<file path="config.mk">
export PLATFORM = sky130hd
export DESIGN_NAME = sdram_test_master
export DESIGN_NICKNAME = d
export VERILOG_FILES = /design/src/rtl/sdram_test_master.sv
export SDC_FILE = /design/constraint.sdc
export NUM_CORES = 1
export LEC_CHECK = 0
export ABC_CLOCK_PERIOD_IN_PS = 9550
export CORE_ASPECT_RATIO = 2
export CORE_MARGIN = 4
export CORE_UTILIZATION = 45
export DETAILED_ROUTE_END_ITERATION = 8
export PLACE_DENSITY = 0.74
export SYNTH_ARGS = -nofsm -noshare
export SYNTH_HDL_FRONTEND = slang
export SYNTH_SLANG_ARGS = --single-unit
</file>
<file path="constraint.sdc">
create_clock -name sys_clk -period 9.55 [get_ports sys_clk]
set_input_delay 1.4325 -clock sys_clk [delete_from_list [all_inputs] [get_ports sys_clk]]
set_output_delay 1.4325 -clock sys_clk [all_outputs]
set_load 0.03 [all_outputs]
</file>
<file path="src/rtl/sdram_test_master.sv">
// Write-then-read traffic generator for the host side of the SDRAM controller.
// Writes a pattern to 0..LAST_ADDR, reads it back, counts mismatches/timeouts.
module sdram_test_master #(
  parameter logic [22:0] LAST_ADDR = 23'h7FFFFF,
  parameter int unsigned TIMEOUT   = 255,
  parameter logic [15:0] LFSR_SEED = 16'hACE1
) (
  input  logic        sys_clk,
  input  logic        sys_reset,
  input  logic        start,
  input  logic [1:0]  pattern_sel,
  output logic [22:0] sys_addr,
  output logic [1:0]  sys_cmd,
  output logic [15:0] sys_data_in,
  input  logic        sys_busy,
  input  logic [15:0] sys_data_out,
  input  logic        sys_data_valid,
  output logic        running,
  output logic        done,
  output logic        fail,
  output logic [15:0] err_count,
  output logic [22:0] first_err_addr
);

  localparam int unsigned AW = 23;
  localparam int unsigned DW = 16;
  localparam int unsigned TW = (TIMEOUT < 1) ? 1 : $clog2(TIMEOUT + 1);

  localparam logic [1:0] CMD_NOP = 2'b00;
  localparam logic [1:0] CMD_WR  = 2'b01;
  localparam logic [1:0] CMD_RD  = 2'b10;

  typedef enum logic [2:0] {
    ST_IDLE, ST_WR_ISSUE, ST_RD_ISSUE, ST_RD_WAIT, ST_DONE
  } state_e;

  state_e          state_q, state_d;
  logic [AW-1:0]   cnt_q, cnt_d;
  logic [DW-1:0]   lfsr_q, lfsr_d;
  logic [1:0]      mode_q, mode_d;
  logic [TW-1:0]   tmo_q, tmo_d;
  logic [1:0]      cmd_q, cmd_d;
  logic [AW-1:0]   addr_q, addr_d;
  logic [DW-1:0]   din_q, din_d;
  logic            running_q, running_d;
  logic            done_q, done_d;
  logic            fail_q, fail_d;
  logic [DW-1:0]   err_q, err_d;
  logic [AW-1:0]   first_q, first_d;

  logic            accept;
  logic            last;
  logic [AW-1:0]   cnt_inc;
  logic [DW-1:0]   lfsr_nx;
  logic [DW-1:0]   err_inc;
  logic            resolved;
  logic            is_err;

  // Pattern value for an address; mode 3 takes the current LFSR state.
  function automatic logic [DW-1:0] pat(input logic [1:0] m, input logic [AW-1:0] a,
                                        input logic [DW-1:0] l);
    case (m)
      2'd0:    pat = a[15:0];
      2'd1:    pat = ~a[15:0];
      2'd2:    pat = a[15:0] ^ {a[22:16], 9'h000};
      default: pat = l;
    endcase
  endfunction

  // Shared helper terms for the next-state logic.
  always_comb begin
    accept   = (cmd_q != CMD_NOP) && !sys_busy;
    last     = (cnt_q == LAST_ADDR);
    cnt_inc  = cnt_q + AW'(1);
    lfsr_nx  = {lfsr_q[14:0], lfsr_q[15] ^ lfsr_q[13] ^ lfsr_q[12] ^ lfsr_q[10]};
    err_inc  = (err_q == 16'hFFFF) ? err_q : err_q + DW'(1);
    resolved = sys_data_valid || (tmo_q == TW'(TIMEOUT));
    is_err   = sys_data_valid ? (sys_data_out != pat(mode_q, cnt_q, lfsr_q)) : 1'b1;
  end

  // Next-state and registered-output logic.
  always_comb begin
    state_d   = state_q;
    cnt_d     = cnt_q;
    lfsr_d    = lfsr_q;
    mode_d    = mode_q;
    tmo_d     = tmo_q;
    cmd_d     = cmd_q;
    addr_d    = addr_q;
    din_d     = din_q;
    running_d = running_q;
    done_d    = done_q;
    fail_d    = fail_q;
    err_d     = err_q;
    first_d   = first_q;

    case (state_q)
      ST_IDLE, ST_DONE: begin
        if (start) begin
          state_d   = ST_WR_ISSUE;
          cnt_d     = '0;
          err_d     = '0;
          first_d   = '0;
          fail_d    = 1'b0;
          done_d    = 1'b0;
          running_d = 1'b1;
          mode_d    = pattern_sel;
          lfsr_d    = LFSR_SEED;
          cmd_d     = CMD_WR;
          addr_d    = '0;
          din_d     = pat(pattern_sel, '0, LFSR_SEED);
        end
      end
      ST_WR_ISSUE: begin
        if (accept) begin
          if (last) begin
            state_d = ST_RD_ISSUE;
            cnt_d   = '0;
            lfsr_d  = LFSR_SEED;
            cmd_d   = CMD_RD;
            addr_d  = '0;
          end else begin
            cnt_d   = cnt_inc;
            lfsr_d  = lfsr_nx;
            cmd_d   = CMD_WR;
            addr_d  = cnt_inc;
            din_d   = pat(mode_q, cnt_inc, lfsr_nx);
          end
        end
      end
      ST_RD_ISSUE: begin
        if (accept) begin
          state_d = ST_RD_WAIT;
          cmd_d   = CMD_NOP;
          tmo_d   = '0;
        end
      end
      ST_RD_WAIT: begin
        if (resolved) begin
          // Step even on timeout so later addresses stay aligned with the write pass.
          lfsr_d = lfsr_nx;
          if (is_err) begin
            err_d = err_inc;
            if (err_q == '0) first_d = cnt_q;
          end
          if (last) begin
            state_d   = ST_DONE;
            done_d    = 1'b1;
            running_d = 1'b0;
            fail_d    = is_err || (err_q != '0);
          end else begin
            state_d = ST_RD_ISSUE;
            cnt_d   = cnt_inc;
            cmd_d   = CMD_RD;
            addr_d  = cnt_inc;
          end
        end else begin
          tmo_d = tmo_q + TW'(1);
        end
      end
      default: state_d = ST_IDLE;
    endcase
  end

  // State and output registers with asynchronous reset.
  always_ff @(posedge sys_clk or posedge sys_reset) begin
    if (sys_reset) begin
      state_q   <= ST_IDLE;
      cnt_q     <= '0;
      lfsr_q    <= LFSR_SEED;
      mode_q    <= '0;
      tmo_q     <= '0;
      cmd_q     <= CMD_NOP;
      addr_q    <= '0;
      din_q     <= '0;
      running_q <= 1'b0;
      done_q    <= 1'b0;
      fail_q    <= 1'b0;
      err_q     <= '0;
      first_q   <= '0;
    end else begin
      state_q   <= state_d;
      cnt_q     <= cnt_d;
      lfsr_q    <= lfsr_d;
      mode_q    <= mode_d;
      tmo_q     <= tmo_d;
      cmd_q     <= cmd_d;
      addr_q    <= addr_d;
      din_q     <= din_d;
      running_q <= running_d;
      done_q    <= done_d;
      fail_q    <= fail_d;
      err_q     <= err_d;
      first_q   <= first_d;
    end
  end

  assign sys_cmd        = cmd_q;
  assign sys_addr       = addr_q;
  assign sys_data_in    = din_q;
  assign running        = running_q;
  assign done           = done_q;
  assign fail           = fail_q;
  assign err_count      = err_q;
  assign first_err_addr = first_q;

endmodule

</file>
==> results of run 1 <==
power breakdown:
group,switching [mW],internal [mW]
combinational,0.704,0.454
sequential,0.147,0.643
clock,0.196,0.186
total,1.05,1.28
kinds of logic (layout without fill, tap and decap cells):
kind of cell / after synthesis / in the layout / share of synthesized area (%)
AO/OA/AOI/OAI: 201 / 201 / 18.4
multiplexers: 36 / 36 / 5.34
XOR/XNOR: 57 / 57 / 7.35
buffers and inverters: 74 / 143 / 4.70
AND/OR/NAND/NOR: 311 / 311 / 22.1
adder cells (fa/ha/maj): 4 / 4 / 0.737
flip-flops: 112 / 112 / 41.4
area by class of cell:
type	count	area share [%]
tap	195	2.97
inverter	12	0.579
clock buffer	9	2.74
timing repair buffer	115	13.7
clock inverter	7	0.884
sequential	112	34.3
multi-input combinational	609	44.8
worst max-delay path: stages:
cell and delay [ps]:
clkdlybuf4s50_1 500, xor2_1 180, nand2_1 70, o311ai_0 150
o31ai_1 380, nand3_1 180, nor4_4 1060, nor3_4 50
buf_4 290, mux2i_1 160
sequential cells by signal, summed over array words and instances, names as in the netlist:
name	cells
done	1
err_count	16
fail	1
first_err_addr	23
lfsr_q	16
mode_q	2
running	1
state_q	3
sys_addr	23
sys_cmd	2
sys_data_in	16
tmo_q	8
cell usage after synthesis, types with 5 or more instances:
library cell	number
nor3_1	8
nand2_1	144
o21a_1	6
and4_1	13
nand4_1	10
a22o_1	10
dfstp_2	8
a21oi_1	35
nand3_1	22
o211ai_1	18
and3_1	9
xor2_1	31
nand2b_1	8
mux2i_1	34
nor2b_1	5
dfrtp_1	104
or3_1	10
and2_1	11
buf_2	15
nor4_1	5
o31ai_1	14
inv_1	12
nor2_1	49
xnor2_1	26
a31oi_1	9
o21ai_0	82
clkbuf_1	40
o22a_1	8
or4_1	7
stage by stage:
step                      total power [mW]  hold WS (ps)  cells  setup slack [ps]
after detailed placement              1.96           467   1043              4970
after global placement                1.94           462   1043              5040
final                                 2.33           480   1059              5300
after global routing                  2.48           509   1059              5010
after floorplan                       1.52           438    795              5170
after CTS                             2.34           478   1059              5340
metal layers:
layer / global-route usage [%] / part of all wire [%] / vias up
met5: 0 / 0 / -
met4: 13.9 / 5.7 / 0
met3: 3.48 / 3.7 / 53
met2: 44.7 / 54 / 189
met1: 27.3 / 37 / 3059
li1: - / - / 2943
worst max-delay path by stage:
stage / to / slack (ps) / cells after the start / start
floorplan: done$_DFFE_PP0P_ / 5170 / 1 / sys_reset
global placement: first_err_addr[5]$_DFFE_PP0P_ / 5040 / 10 / sys_data_out[5]
detailed placement: first_err_addr[5]$_DFFE_PP0P_ / 4970 / 10 / sys_data_out[5]
CTS: first_err_addr[22]$_DFFE_PP0P_ / 5340 / 10 / sys_data_out[5]
global route: sys_addr[20]$_DFFE_PP0P_ / 5010 / 8 / sys_data_valid
finish: first_err_addr[22]$_DFFE_PP0P_ / 5300 / 10 / sys_data_out[5]
==> flow_metrics.py, run 1 <==
metrics = {
    "setup_path": {
        "r2r_cells": 8,
        "r2r-end": "sys_addr[20]$_DFFE_PP0P_",
        "end_kind": "flip-flop",
        "criticalPathCategory": "in2reg",
        "cp_max_fo": 26,
        "start_kind": "input pin",
        "cp.arrival_ps": 4470,
        "crit_required_ps": 9770,
        "rrSetupSlack_ps": 5780,
        "rr_startpoint": "state_q[1]$_DFFE_PP0P_",
    },
    "yosys": {
        "yosysTopAreaCellShare_pct": 38.3,
        "synth_top_cell_by_area": "dfrtp_1",
        "synth.distinct_cells": 54,
        "async_flop_share_pct": 100,
        "yosys_warnings": 0,
        "ys_ff_latch": 112,
        "synth_area_leaders": "dfrtp_1, nand2_1, o21ai_0",
        "synth_edf_count": 0,
        "syn-cell-area_sq_mm": 0.00679,
        "syn_area_per_cell_sq_um": 8.54,
        "synth-seq-area-share_pct": 41.4,
        "ys.flop_type": "dfrtp_1",
        "synthesis.nets": 822,
        "synthCells": 795,
    },
    "sta": {
        "finalSetupTns_ps": 0,
        "rsz0062_at_grt": "false",
        "relSlewSlack_pct": 17.9,
        "tightest_slew_ps": 1220,
        "clock.fmax_mhz": 235,
        "setup_viol": 0,
        "timing_hold_violations_final": 0,
        "post-route-min-period_ps": 4250,
        "slew_violations": 0,
        "fin_crit_sh_pct": 44.5,
        "clock_skew_ps": 14.3,
    },
    "clock_network": {
        "cts_max_path_buffers": 2,
        "clkTransAtPathRegs_ps": 80,
        "cts_made_buffers": 9,
        "cts.sinks": 112,
        "cts_tree": "yes",
        "post_cts_resized": 0,
        "cts_hold_buf": 0,
        "cts_max_level": 3,
        "clk_latency_ps": 360,
        "post_cts_buffers": 0,
        "cts_root_buf": "clkbuf_16",
    },
    "layout": {
        "finalNetCount": 886,
        "final_area_sq_mm": 0.00821,
        "fin_util_pct": 55.4,
        "seq_area_sq_mm": 0.00281,
        "fillers": 1421,
        "final_common_cell": "nand2_1",
        "drive_gt1_share_pct": 5.67,
        "num_antenna_cells": 0,
        "final_cell_mix": "nand2_1, clkdlybuf4s50_1, dfrtp_1",
        "multiInputGateArea_sq_mm": 0.00368,
        "syn2layout_area_growth_pct": 20.8,
    },
    "power": {
        "peakVddDrop_mv": 0.144,
        "power_density_mw_per_mm2": 284,
        "leakagePower_nw": 3.25,
    },
    "flow_run": {
        "drv_cap": 0,
    },
    "global_routing": {
        "grt_max_degree": 65,
        "grt_remaining_overflow": 0,
        "grt_antenna_before_repair": 0,
        "grt_pass1_wl_um": 33400,
        "grtUsageTotal_pct": 24.9,
        "grt_pass1_vias": 6199,
    },
    "placement": {
        "io_buffers": 105,
        "dp_hpwl_um": 15000,
        "place.gp.congestion": 0.906,
        "dpl_cell_area_sq_mm": 0.00791,
    },
    "floorplanning": {
        "placementRows": 63,
        "io_pins": 106,
        "die_area_sq_mm": 0.0172,
        "start_util_pct": 45.8,
        "die_height_um": 182,
        "core-area_sq_mm": 0.0148,
        "die_x_um": 94.9,
    },
    "route": {
        "vias": 6244,
        "dr.pass1.iters": 4,
        "drc": 0,
        "ant_nets": 0,
        "drt_wl_total_um": 20400,
        "drt_iter0_drc": 362,
        "viasPerCell": 5.90,
        "wl_per_cell_um": 19.3,
    },
    "run_status": {
        "status": "finished clean",
    },
    "hold_path": {
        "min_path_cells": 2,
        "min_from": "fail$_DFFE_PP0P_",
        "whs_endpoint": "fail$_DFFE_PP0P_",
        "hold_path.class": "reg2reg",
    },
}
Note: power is estimated with default switching activity, not from simulation.
==> run 2: changes to the inputs <==
--- a/config.mk
+++ b/config.mk
@@ -5,7 +5,7 @@
 export SDC_FILE = /design/constraint.sdc
 export NUM_CORES = 1
 export LEC_CHECK = 0
-export ABC_CLOCK_PERIOD_IN_PS = 9550
+export ABC_CLOCK_PERIOD_IN_PS = 4250
 export CORE_ASPECT_RATIO = 2
 export CORE_MARGIN = 4
 export CORE_UTILIZATION = 45
==> constraint.sdc (replaced) <==
create_clock -name sys_clk -period 4.25 [get_ports sys_clk]
set_input_delay 0.6375 -clock sys_clk [delete_from_list [all_inputs] [get_ports sys_clk]]
set_output_delay 0.6375 -clock sys_clk [all_outputs]
set_load 0.03 [all_outputs]
==> run 2 against run 1 <==
  * Final cell count is 0.76% higher
  * Sequential power is 130% higher
  * Non-clock buffer count is 8 higher
  * Clock power is 120% higher
  * Clock-buffer cell count stayed put
  * Largest cell class unchanged
  * Hold slack better by 10 ps
==> flow_metrics.py, run 2 (synthesis gave the netlist of run 1 again) <==
metrics = {
    "layout": {
        "final_cell_mix": "nand2_1, clkdlybuf4s50_1, dfrtp_1",
        "drive_gt1_share_pct": 6.42,
        "fillers": 1418,
        "syn2layout_area_growth_pct": 21.5,
        "num_antenna_cells": 0,
        "finalNetCount": 894,
        "final_area_sq_mm": 0.00825,
        "final_common_cell": "nand2_1",
    },
    "floorplanning": {
        "die_x_um": 94.9,
        "core-area_sq_mm": 0.0148,
        "io_pins": 106,
        "start_util_pct": 45.8,
        "die_height_um": 182,
        "die_area_sq_mm": 0.0172,
        "placementRows": 63,
    },
    "clock_network": {
        "cts.sinks": 112,
        "clkTransAtPathRegs_ps": 80,
        "cts_made_buffers": 9,
        "post_cts_buffers": 0,
        "cts_max_level": 3,
        "cts_max_path_buffers": 2,
        "post_cts_resized": 0,
        "clk_latency_ps": 360,
        "cts_tree": "yes",
        "cts_hold_buf": 0,
        "cts_root_buf": "clkbuf_16",
    },
    "flow_run": {
        "drv_cap": 0,
    },
    "route": {
        "dr.pass1.iters": 6,
        "vias": 6332,
        "drc": 0,
        "drt_iter0_drc": 358,
        "ant_nets": 0,
        "drt_wl_total_um": 21000,
        "viasPerCell": 5.93,
        "wl_per_cell_um": 19.7,
    },
    "sta": {
        "finalSetupTns_ps": 0,
        "tightest_slew_ps": 891,
        "relSlewSlack_pct": 40.6,
        "setup_viol": 0,
        "fin_crit_sh_pct": 75.8,
        "post-route-min-period_ps": 3220,
        "rsz0062_at_grt": "false",
        "timing_hold_violations_final": 0,
        "clock_skew_ps": 11.5,
        "hold_slack_ps": 490,
        "slew_violations": 0,
        "clock.fmax_mhz": 311,
    },
    "setup_path": {
        "end_kind": "flip-flop",
        "cpLargestDelayFamily": "flip-flops",
        "cp-endpoint": "first_err_addr[5]$_DFFE_PP0P_",
        "rr_startpoint": "mode_q[1]$_DFFE_PP0P_",
        "r2r-end": "first_err_addr[5]$_DFFE_PP0P_",
        "rrSetupSlack_ps": 1030,
        "critPathSlowestCell": "dfrtp_2",
        "critical_path_buf_inv_count": 3,
        "crit_chain": "buf_4, nor2_1, a211oi_1, a21oi_1, xnor2_1, nand4_1, nor4_4, buf_4, nor3_4, buf_4, mux2i_1",
        "cp.depth": 11,
        "cp_max_fo": 54,
        "crit_required_ps": 4470,
        "cpPeakStageDelay_ps": 960,
        "criticalPathCategory": "reg2reg",
        "cp.arrival_ps": 3440,
        "startpoint": "mode_q[1]$_DFFE_PP0P_",
        "r2r_cells": 11,
        "critPathMostFrequentCell": "buf_4",
        "start_kind": "flip-flop",
    },
    "power": {
        "sw_frac_of_total_pct": 45.1,
        "p_clk_share_pct": 15.7,
        "peakVddDrop_mv": 0.322,
        "seq_power_share_pct": 35.1,
        "p_switching_mw": 2.38,
        "leakagePower_nw": 3.28,
        "internal_power_mw": 2.89,
        "power_density_mw_per_mm2": 639,
        "power_frac_comb_pct": 49.2,
    },
    "global_routing": {
        "grt_antenna_before_repair": 0,
        "grt_pass1_vias": 6254,
        "grt_pass1_wl_um": 33300,
        "grt_max_degree": 87,
        "grt_remaining_overflow": 0,
        "grtUsageTotal_pct": 25.0,
    },
    "placement": {
        "io_buffers": 105,
        "place.gp.congestion": 0.945,
        "dp_hpwl_um": 15700,
        "dpl_cell_area_sq_mm": 0.00798,
    },
    "hold_path": {
        "min_from": "sys_data_in[4]$_DFFE_PP0P_",
        "hold_path.class": "reg2reg",
    },
    "run_status": {
        "status": "finished clean",
    },
}
==> run 2: metal layers <==
layer	track usage, %	wire length, um
met5	0	0
met4	17.0	1510
met3	2.74	704
met2	45.0	11400
met1	26.2	7420
==> run 2: power by group through the flow <==
stage / logic, mW / clock network, mW / registers (mW)
2_1_floorplan: 1.26 / 0 / 2.17
3_5_place_dp: 2.59 / 0 / 1.86
6_report: 2.59 / 0.827 / 1.85
4_1_cts: 2.60 / 0.838 / 1.85
3_3_place_gp: 2.54 / 0 / 1.85
5_1_grt: 2.79 / 0.874 / 1.90
==> run 2: worst min-delay path by stage <==
| stage | endpoint | cells after the start |
|---|---|---|
| global placement | sys_data_in[2]$_DFFE_PP0P_ | 2 |
| detailed placement | tmo_q[6]$_DFFE_PP0P_ | 1 |
| global route | tmo_q[6]$_DFFE_PP0P_ | 1 |
| CTS | tmo_q[6]$_DFFE_PP0P_ | 1 |
| floorplan | tmo_q[6]$_DFFE_PP0P_ | 1 |
| finish | sys_data_in[4]$_DFFE_PP0P_ | 2 |
==> run 2: stage by stage <==
| step | setup WS [ps] | power (mW) | util, % | cells |
|---|---|---|---|---|
| 4_1_cts | 1010 | 5.28 | 55.7 | 1067 |
| 2_1_floorplan | 667 | 3.43 | - | 795 |
| 3_3_place_gp | 1030 | 4.40 | 53.8 | 1051 |
| 5_1_grt | 690 | 5.57 | 55.7 | 1067 |
| 3_5_place_dp | 938 | 4.45 | 53.8 | 1051 |
| 6_report | 1030 | 5.27 | 55.7 | 1067 |
==> run 2: cell type report <==
| type | instances | area (sq um) | area share (%) |
|---|---|---|---|
| clock inverter | 7 | 53.8 | 0.652 |
| tap | 195 | 244 | 2.96 |
| inverter | 12 | 47.5 | 0.576 |
| timing repair buffer | 123 | 1200 | 14.5 |
| multi-input combinational | 609 | 3670 | 44.5 |
| sequential | 112 | 2810 | 34.1 |
| clock buffer | 9 | 225 | 2.73 |
==> run 2: tightest hold or removal path: stages (launching register included) <==
cell and delay [ps]:
dfrtp_1 350, nand2_1 50, o21ai_0 60
